==> src/rtl/sort_pkg.sv <==
// sort_pkg: shared constants and types for the max-sort cascade.
//   M  - keys per frame (width of the sort array)
//   N  - key width in bits
// Types: key_t, frame_t (M x N packed, slot 0 in the low bits), count_t,
// idx_t and the loader state enum. M must be at least 2.
package sort_pkg;

  localparam int M     = 8;
  localparam int N     = 16;
  localparam int IDX_W = $clog2(M);
  localparam int CNT_W = $clog2(M + 1);

  typedef logic [N-1:0]         key_t;
  typedef logic [M-1:0][N-1:0]  frame_t;
  typedef logic [CNT_W-1:0]     count_t;
  typedef logic [IDX_W-1:0]     idx_t;

  typedef enum logic [1:0] {
    FILL  = 2'd0,
    ISSUE = 2'd1,
    GAP   = 2'd2
  } loader_state_t;

endpackage

==> src/rtl/sort_loader_if.sv <==
// sort_loader_if: key stream in, frame out for the sort_loader.
//   i_valid/i_key/i_last : key source -> loader (held stable until accepted)
//   o_ready              : loader -> source, key accepted when i_valid && o_ready
//   o_chi/o_count        : packed frame and number of real keys in it
//   o_enable             : one-cycle pulse marking o_chi/o_count valid
// Modports: master = key source / frame consumer side, slave = loader.
interface sort_loader_if;
  import sort_pkg::*;

  logic   i_valid;
  key_t   i_key;
  logic   i_last;
  logic   o_ready;
  frame_t o_chi;
  count_t o_count;
  logic   o_enable;

  modport master (
    output i_valid, i_key, i_last,
    input  o_ready, o_chi, o_count, o_enable
  );

  modport slave (
    input  i_valid, i_key, i_last,
    output o_ready, o_chi, o_count, o_enable
  );

endinterface

==> src/rtl/sort_loader.sv <==
// sort_loader: front-end frame assembler for the max-sort cascade.
// Packs up to M keys from a valid/ready stream into one M x N frame and
// issues it with a single-cycle o_enable pulse. Short frames (ended by
// i_last) are zero-padded; MIN_GAP idle cycles follow every issue.
//
// Ports:
//   clk    - clock
//   rst_n  - asynchronous active-low reset
//   bus    - sort_loader_if.slave (i_valid, i_key, i_last, o_ready,
//            o_chi, o_count, o_enable)
// Parameters:
//   MIN_GAP - idle cycles after each issue before o_ready returns (0..15)
// Build option:
//   SORT_LOADER_INVERT_EN - store ~i_key so the cascade yields ascending
//                           order; pads stay zero.
//
// state | meaning
// FILL  | o_ready high, collecting keys into the buffer
// ISSUE | o_enable high for one cycle, frame presented on o_chi
// GAP   | o_ready held low for MIN_GAP cycles
module sort_loader
  import sort_pkg::*;
#(
  parameter int MIN_GAP = 2
) (
  input  logic         clk,
  input  logic         rst_n,
  sort_loader_if.slave bus
);

  localparam idx_t       IDX_LAST = idx_t'(M - 1);
  localparam logic [3:0] GAP_LAST = 4'((MIN_GAP > 0) ? MIN_GAP - 1 : 0);

  loader_state_t state_q, state_nxt;
  idx_t          idx_q, idx_nxt;
  logic [3:0]    gap_q, gap_nxt;
  logic          ready_q;
  frame_t        buf_q;
  frame_t        chi_q;
  count_t        cnt_q;
  logic          en_q;

  logic          accept;
  logic          issue;
  key_t          key_store;
  count_t        frame_cnt;
  frame_t        frame_nxt;

`ifdef SORT_LOADER_INVERT_EN
  assign key_store = ~bus.i_key;
`else
  assign key_store = bus.i_key;
`endif

  always_comb begin
    state_nxt = state_q;
    idx_nxt   = idx_q;
    gap_nxt   = gap_q;
    accept    = 1'b0;
    issue     = 1'b0;
    unique case (state_q)
      FILL: begin
        accept = bus.i_valid && ready_q;
        if (accept) begin
          idx_nxt = idx_q + idx_t'(1);
          if ((idx_q == IDX_LAST) || bus.i_last) begin
            issue     = 1'b1;
            state_nxt = ISSUE;
          end
        end
      end
      ISSUE: begin
        idx_nxt   = '0;
        gap_nxt   = '0;
        state_nxt = (MIN_GAP > 0) ? GAP : FILL;
      end
      GAP: begin
        if (gap_q == GAP_LAST) state_nxt = FILL;
        else                   gap_nxt   = gap_q + 4'd1;
      end
      default: state_nxt = FILL;
    endcase
  end

  // o_ready is registered so it stays low through the reset-release cycle.
  always_ff @(posedge clk or negedge rst_n) begin
    if (!rst_n) begin
      state_q <= FILL;
      idx_q   <= '0;
      gap_q   <= '0;
      ready_q <= 1'b0;
    end else begin
      state_q <= state_nxt;
      idx_q   <= idx_nxt;
      gap_q   <= gap_nxt;
      ready_q <= (state_nxt == FILL);
    end
  end

  always_ff @(posedge clk or negedge rst_n) begin
    if (!rst_n) begin
      buf_q <= '0;
    end else if (accept) begin
      buf_q[idx_q] <= key_store;
    end
  end

  // The closing key is still in flight to the buffer on the issue edge, so
  // it is merged here; slots past the count are forced to zero so stale
  // keys from an earlier, longer frame never escape.
  always_comb begin
    frame_cnt = count_t'(idx_q) + count_t'(1);
    frame_nxt = '0;
    for (int k = 0; k < M; k++) begin
      if (k < int'(frame_cnt)) begin
        frame_nxt[k] = (k == int'(idx_q)) ? key_store : buf_q[k];
      end else begin
        frame_nxt[k] = '0;
      end
    end
  end

  always_ff @(posedge clk or negedge rst_n) begin
    if (!rst_n) begin
      chi_q <= '0;
      cnt_q <= '0;
      en_q  <= 1'b0;
    end else begin
      en_q <= issue;
      if (issue) begin
        chi_q <= frame_nxt;
        cnt_q <= frame_cnt;
      end
    end
  end

  assign bus.o_ready  = ready_q;
  assign bus.o_chi    = chi_q;
  assign bus.o_count  = cnt_q;
  assign bus.o_enable = en_q;

endmodule
==> src/flat_wrapper.sv <==
// flat-port wrapper written by rule: the top's interface ports become plain ports
module sort_loader_flat import sort_pkg::*;
#(
  parameter int MIN_GAP = 2
)
  (clk, rst_n, bus_i_valid, bus_i_key, bus_i_last, bus_o_ready, bus_o_chi, bus_o_count, bus_o_enable);
  sort_loader_if bus_i ();
  input  logic clk;
  input  logic rst_n;
  input wire logic [$bits(bus_i.i_valid)-1:0] bus_i_valid;
  input wire logic [$bits(bus_i.i_key)-1:0] bus_i_key;
  input wire logic [$bits(bus_i.i_last)-1:0] bus_i_last;
  output wire logic [$bits(bus_i.o_ready)-1:0] bus_o_ready;
  output wire logic [$bits(bus_i.o_chi)-1:0] bus_o_chi;
  output wire logic [$bits(bus_i.o_count)-1:0] bus_o_count;
  output wire logic [$bits(bus_i.o_enable)-1:0] bus_o_enable;
  assign bus_i.i_valid = bus_i_valid;
  assign bus_i.i_key = bus_i_key;
  assign bus_i.i_last = bus_i_last;
  assign bus_o_ready = bus_i.o_ready;
  assign bus_o_chi = bus_i.o_chi;
  assign bus_o_count = bus_i.o_count;
  assign bus_o_enable = bus_i.o_enable;
  sort_loader #(.MIN_GAP(MIN_GAP)) u_core (.clk(clk), .rst_n(rst_n), .bus(bus_i));
endmodule
==> config.mk <==
export PLATFORM = sky130hd
export DESIGN_NAME = sort_loader_flat
export DESIGN_NICKNAME = d
export VERILOG_FILES = /design/src/rtl/sort_pkg.sv /design/src/rtl/sort_loader_if.sv /design/src/rtl/sort_loader.sv /design/src/flat_wrapper.sv
export SDC_FILE = /design/constraint.sdc
export NUM_CORES = 1
export LEC_CHECK = 0
export ABC_AREA = 1
export CORE_MARGIN = 4
export CORE_UTILIZATION = 51
export CTS_CLUSTER_SIZE = 8
export DETAILED_ROUTE_END_ITERATION = 8
export MAX_ROUTING_LAYER = met4
export PLACE_DENSITY = 0.77
export SYNTH_ARGS = -nofsm -noshare
export SYNTH_HDL_FRONTEND = slang
export SYNTH_SLANG_ARGS = --single-unit
export TNS_END_PERCENT = 10
==> constraint.sdc <==
create_clock -name clk -period 1.95 [get_ports clk]
set_clock_uncertainty 0.15 [all_clocks]
set_input_delay 0.585 -clock clk [delete_from_list [all_inputs] [get_ports clk]]
set_output_delay 0.585 -clock clk [all_outputs]
set_load 0.005 [all_outputs]
Yosys cells after proc, flatten, opt, wreduce, memory -nomap -nowiden
Index checks and enable logic that the tools add are counted.
{ "totals": {"input_bits": 20, "output_inout_bits": 134, "register_bits": 271} }
{ "op_classes": {"muxes": 31, "reduce_logical": 10, "order_cmp": 10, "addsub": 3, "eq_ne": 13} }
{ "ops": {"columns": ["op", "count"], "rows": [
  ["2-to-1 mux 16 bit", 17],
  ["bitwise mux 128 bit", 1],
  ["demux 16 bit (select 3 bit)", 1],
  ["less-than comparator 3 x 4 -> 1 bit, first input constant", 4],
  ["== test 3 bit, first input constant", 4],
  ["less-than comparator 1 x 4 -> 1 bit, first input constant", 2],
  ["less-than comparator 2 x 4 -> 1 bit, first input constant", 2],
  ["case mux 4 bit (2 select lines)", 1],
  ["== test 2 x 3 -> 1 bit, first input constant", 2],
  ["2-to-1 mux 2 bit", 3],
  ["case mux 2 bit (3 select lines)", 1],
  ["case mux 3 bit (2 select lines)", 1],
  ["adder 3 x 1 -> 4 bit, second input constant", 1],
  ["adder 4 x 1 -> 4 bit, second input constant", 1],
  ["== test 4 x 1 -> 1 bit, second input constant", 1],
  ["logical NOT 2 bit", 2],
  ["less-than comparator 3 x 4 -> 1 bit, second input constant", 1],
  ["2-to-1 mux 1 bit", 4],
  ["2-to-1 mux 4 bit", 1],
  ["AND reduction 2 bit", 2],
  ["nonzero test 2 bit", 2],
  ["adder 3 x 1 -> 3 bit, second input constant", 1],
  ["== test 1 x 3 -> 1 bit, first input constant", 1],
  ["== test 3 bit, second input constant", 1],
  ["other kinds (9)", 10]
]} }

Depth between registers and ports, before layout
{ "depth": {"depth_word": 6, "depth_mapped": 10} }

Worst setup path after synthesis
OpenSTA, ideal clock, no wires.
{ "synth_path": {"path_type": "reg2reg", "from": "register u_core.idx_q[2]", "to": "register u_core.chi_q (netlist bit u_core.bus.o_chi[69])", "setup_time_ns": 0.083, "arrival_ns": 1.819, "stages_incl_launch_ff": 11, "synth_period_minus_slack_ns": 2.052, "path_slack_ns": -0.102, "required_ns": 1.717, "cell_sequence": "dfrtp_1 buf_6 inv_4 clkbuf_1 ha_1 inv_1 nand2_1 nand2_1 buf_6 nand2_1 o21ai_0"} }
{ "synth_via": {"elab_chain_len": 5, "elab_cells_between_ends": 10} }
{ "synth_lines": {"columns": ["item", "line", "source"], "rows": [
  ["start: declaration", "sort_loader.sv:35", "idx_t idx_q, idx_nxt;"],
  ["start signal: assignment", "sort_loader.sv:94", "idx_q <= idx_nxt;"],
  ["branches (longest 5 deep; another with adder 3 x 1 -> 4 bit)", null, null],
  ["end signal: assignment", "sort_loader.sv:131", "chi_q <= frame_nxt;"],
  ["end: declaration", "sort_loader.sv:39", "frame_t chi_q;"]
]} }
Several ways; the timed one is not identified.
A chain may end at the register's enable or synchronous reset.

Worst setup path after layout
{ "layout_path": {"from": "register u_core.chi_q (netlist bit u_core.bus.o_chi[111])", "to": "output port bus_o_chi[111]"} }
{ "layout_rtl": {"columns": ["item", "line", "source"], "rows": [
  ["end: declaration", "flat_wrapper.sv:14", "output wire logic [$bits(bus_i.o_chi)-1:0] bus_o_chi;"]
]} }
No word-level cell between the ends.

==> results.cfg <==
[worst_setup_path]
path_buf_inv = 1
reg2reg_from = u_core.idx_q[1]
critical_path_class = register to output port
critPathSlowestCell = dfrtp_1
r2r_setup_slack_ns = 0.04
worstPathCellList = dlygate4sd2_1
crit_required_ns = 1.21
startpoint = u_core.bus.o_chi[111]
r2r-end = u_core.bus.o_chi[65]
critPathTopFamily = flip-flops
start_kind = register
end_kind = output port
critical_path_arrival_ns = 1.19
reg2regPathDepth = 9
slowest_delay_ns = 0.38
critPathMaxFanout = 2

[finish]
antenna_cells = 0
nNetsFinal = 1848
final_common_cell = nand2_1
final_cell_mix = nand2_1, dfrtp_1, nand3_1
stdcell_count = 2144
drive_gt1_share_pct = 10.8
area_growth_pct = 28.4

[routing]
dr.first_iter.drc_count = 1103
ant_nets = 0
routed_wl_um = 37600
wl_per_cell_um = 17.6
drt_pass1_iterations = 5
viasPerCell = 5.57
num_vias = 11900
drc = 0

[clocking]
numCtsBuffers = 39
htreeDepth = 2
cts_num_sinks = 271
cts_tree = built
worstSkewPairLatency_ns = 0.51
root_buffer = clkbuf_16
clockBufferDepth = 3
post_cts_buffers = 0
clk_pin_slew_ns = 0.05

[timing]
slew_viol_final = 0
relSlewSlack_pct = 74.6
tightest_slew_ns = 0.381
fmax_mhz = 519
setup_violations = 0
hold_viol = 0
finalCriticalPeriod_ns = 1.93
period_share_pct = 98.9

[synthesis]
synthesis.area_mm2 = 0.0128
synth_cells = 1642
synth.distinct_cells = 24
avgSynthCellArea_um2 = 7.79
synth-seq-cells = 271
ys_seq_area_share_pct = 53.0
synth_nets = 1671
yosysWarnings = 0

[floorplanning]
rows = 57
core_mm2 = 0.0245
die_x_um = 166
start_util_pct = 52.3
die_h_um = 166
dieArea_mm2 = 0.0277
ioPinCount = 154

[worst_hold_path]
min_from = u_core.buf_q[15]
hp-class = register to register
whs_path_depth = 2
whs_endpoint = u_core.buf_q[15]

[power_and_ir_drop]
ir_worst_vdd_mv = 0.806
p_total_mw = 24.5
p_per_area_mw_per_mm2 = 1490
leakage_nw = 8.78

[run]
max-cap-violations = 0

[placement]
gp_congestion = 0.853
io_buffers = 153
dp_hpwl_um = 22900
dp_cells = 2096

[global_routing]
overflow = 0
grt_first_pass_wirelength_um = 59600
antenna_found_initial = 0
grt_pass1_vias = 11600
grtUsageTotal_pct = 26.7
grt_start_max_net_pins = 51

[outcome]
status = finished clean
==> worst max-delay path by stage <==
stage	end	depth (start not counted)	slack (ns)
after global placement	u_core.buf_q[8]	9	-0.20
after global routing	u_core.bus.o_chi[102]	9	-0.04
final	bus_o_chi[111]	1	0.02
after floorplan	u_core.bus.o_chi[0]	9	-0.006
after CTS	u_core.bus.o_chi[72]	8	-0.01
after detailed placement	u_core.buf_q[36]	9	-0.26
==> what timing repair did <==
item,CTS,global route
hold buffers,1,0
setup endpoints to repair,264,129
resized for setup,141,31
pin swaps,0,1
hold endpoints to repair,33,0
gates cloned,0,5
==> metal layers <==
| layer | GRT usage [%] | part of all wire, % |
|---|---|---|
| met2 | 42.8 | 48 |
| met4 | 11.3 | 3.9 |
| met5 | - | 0 |
| met1 | 34.3 | 40 |
| met3 | 4.00 | 8.2 |
==> synthesized netlist by cell type <==
| cell type | number | area share, % |
|---|---|---|
| buf_2 | 53 | 2.1 |
| nand3_1 | 265 | 10 |
| buf_4 | 14 | 0.82 |
| nand2_1 | 751 | 22 |
| dfrtp_1 | 271 | 53 |
| nand2_2 | 11 | 0.54 |
| inv_4 | 1 | 0.049 |
| o21bai_1 | 1 | 0.059 |
| inv_1 | 39 | 1.1 |
| ha_1 | 9 | 0.88 |
| inv_2 | 4 | 0.12 |
| nand4_1 | 1 | 0.049 |
| o22ai_1 | 2 | 0.098 |
| nand3b_1 | 2 | 0.12 |
| buf_6 | 6 | 0.53 |
| o21ai_1 | 23 | 0.90 |
| clkbuf_1 | 60 | 1.8 |
| xor2_1 | 1 | 0.068 |
| nand3_4 | 1 | 0.14 |
| o21ai_0 | 110 | 4.3 |
| nor2_2 | 3 | 0.15 |
| buf_1 | 1 | 0.029 |
| nor2_1 | 7 | 0.21 |
| nor2_4 | 6 | 0.53 |
==> metrics by stage <==
step | util, % | setup WS, ns | hold slack [ns] | instance area, um2 | TNS [ns]
final | 67.1 | 0.0216 | 0.318 | 16400 | 0
after global routing | 67.1 | -0.0404 | 0.330 | 16400 | -0.403
after global placement | 62.7 | -0.198 | 0.304 | 15300 | -41.44
after detailed placement | 62.7 | -0.261 | 0.308 | 15300 | -49.59
after CTS | 66.3 | -0.0107 | 0.320 | 16200 | -0.0497
after floorplan | - | -0.00632 | 0.139 | 12800 | -0.253
==> state kept, by name, indices dropped and copies added (netlist names) <==
name / flops
u_core.state_q: 2
u_core.gap_q: 4
u_core.bus.o_chi: 128
u_core.bus.o_enable: 1
u_core.buf_q: 128
u_core.idx_q: 3
u_core.bus.o_ready: 1
u_core.bus.o_count: 4
==> logic make-up after synthesis <==
group / count (synthesis) / synth area share (%)
compound gates: 136 / 5.36
buf+inv: 178 / 6.53
simple gates: 1047 / 34.1
fa+ha+maj: 9 / 0.881
flops: 271 / 53.0
xor+xnor: 1 / 0.0685
==> final cells by class <==
class                           instances  area (um2)
Multi-Input combinational cell       1195        5300
Clock buffer                           42        1030
Fill cell                            1937        8040
Inverter                               44         173
Tap cell                              324         405
Timing Repair Buffer                  268        2730
Sequential cell                       271        6780
==> report_power, final <==
group | leakage (nW) | switching, mW | total, mW | internal, mW
Combinational | 4.73 | 5.89 | 9.80 | 3.91
Clock | 0.506 | 2.27 | 5.93 | 3.66
Sequential | 3.54 | 1.16 | 8.81 | 7.65
Note: power is estimated with default switching activity, not from simulation.
==> RTL edit (same flow settings) <==
One comparison of `idx_q` changes from == to >=.
--- a/src/rtl/sort_loader.sv
+++ b/src/rtl/sort_loader.sv
@@ -65,3 +65,3 @@
           idx_nxt = idx_q + idx_t'(1);
-          if ((idx_q == IDX_LAST) || bus.i_last) begin
+          if ((idx_q >= IDX_LAST) || bus.i_last) begin
             issue     = 1'b1;
Formal check against the unedited RTL: same outputs for any inputs over 4 cycles, from zero or initial values and one cycle with rst_n low; that may be too few to reach the edited logic, so the function may still have changed.
==> RTL edit against the unedited design <==
- cell area shrank 5.2%
- total power decreased by 5.0%
- synthesized area shrank 6.6%
- synthesized cell count down 13%
- wire length shrank 11%
- largest power group unchanged
- global-route usage is 0.069 points lower
- sequential share of layout area grew 2.3 points
- via count decreased by 11%
- critical path type unchanged
- die area is 6.3% lower
- setup slack worse by 2.5 ps
- sequential cell count unchanged
==> RTL edit: results <==
set metrics [dict create \
    grt_use_total_pct 26.7 \
    dr_wl_met3_um 2420 \
    peakVddDrop_uv 924 \
    met1_usage_pct 36.2 \
    switching_share_pct 36.0 \
    drt-met1-wl_um 14200 \
    yosysUniqueCellTypes 23 \
    drt-vias-per-instance 5.47 \
    area_growth_pct 30.3 \
    grt_pass1_wl_um 54500 \
    pwr-share-clk_pct 25.3 \
    placed_area_sq_mm 0.0145 \
    nFillCells 1849 \
    p_leak_uw 0.00781 \
    p_comb_uw 8730 \
    worst_path_largest_cell_delay_ps 410 \
    wl_um 33600 \
    tightest_slew_ps 594 \
    drive_above_1_share_pct 10.5 \
    outcome "finished, final reports clean" \
    topRoutingLayerUsed "met4" \
    dp_hpwl_um 21700 \
    detail_route.wl_per_cell_um 17.3 \
    grt_use_met3_pct 4.64 \
    wl_met2_um 15700 \
    nNetsFinal 1651 \
    drt_iter0_drc 1148 \
    synthCells 1434 \
    globalplace.congestion 0.907 \
    synth_common_cells "nand2_1, dfrtp_1, o21ai_0" \
    synth_area_leaders "dfrtp_1, nand2_1, o21ai_0, o21ai_1, nand3_1" \
    synth_seq_area_share_pct 56.8 \
    placedCellCount 1884 \
    grt_pass1_vias 10300 \
]
## RTL edit: final timing paths
check,from,end,slack [ps],cells past startpoint
min in group asynchronous,rst_n,u_core.bus.o_chi[69],400,2
max in group asynchronous,rst_n,u_core.bus.o_chi[115],640,3
worst max register to register,u_core.idx_q[0],u_core.bus.o_chi[44],60,10
worst min register to register,u_core.bus.o_count[3],u_core.bus.o_count[3],320,2
worst min-delay path,u_core.bus.o_count[3],u_core.bus.o_count[3],320,2
worst max-delay path,u_core.bus.o_chi[30],bus_o_chi[30],20,1
## RTL edit: cells by family after synthesis
group                    after synthesis  share of synthesized area (%)
AO/OA/AOI/OAI                        333                           14.1
XOR/XNOR                               1                         0.0733
adder cells (fa/ha/maj)                9                          0.943
buffers and inverters                138                           5.55
flip-flops                           271                           56.8
AND/OR/NAND/NOR                      682                           22.6
## RTL edit: repair_timing
item,4_1_cts,5_1_grt
hold buffers,1,0
hold endpoints to repair,18,0
cloned,0,2
setup endpoints to repair,166,97
buffers inserted,3,4
resized for setup,139,28
pin swaps,0,1
## RTL edit: final cells by class
class	instances	share of cell area, %
well taps	313	2.52
multi-input cells	1025	29.5
clock buffers	42	6.61
inverters	29	0.723
flip-flops and latches	271	43.6
repair buffers	256	17.1
## RTL edit: worst register-to-register path, stage by stage, from the launching register on
cell	delay, ps
dfrtp_1	400
buf_6	140
clkinvlp_4	140
ha_2	240
buf_4	180
nand2_2	100
buf_6	140
nand2_1	60
nand2_1	80
nand2_1	70
o21ai_1	130
## RTL edit: metrics by stage
stage	power [uW]	worst slack, ps
after floorplan	13700	7.73
after global placement	17300	-288
after detailed placement	17600	-331
after CTS	23100	-8.47
after global routing	24900	-16.0
final	23300	19.2
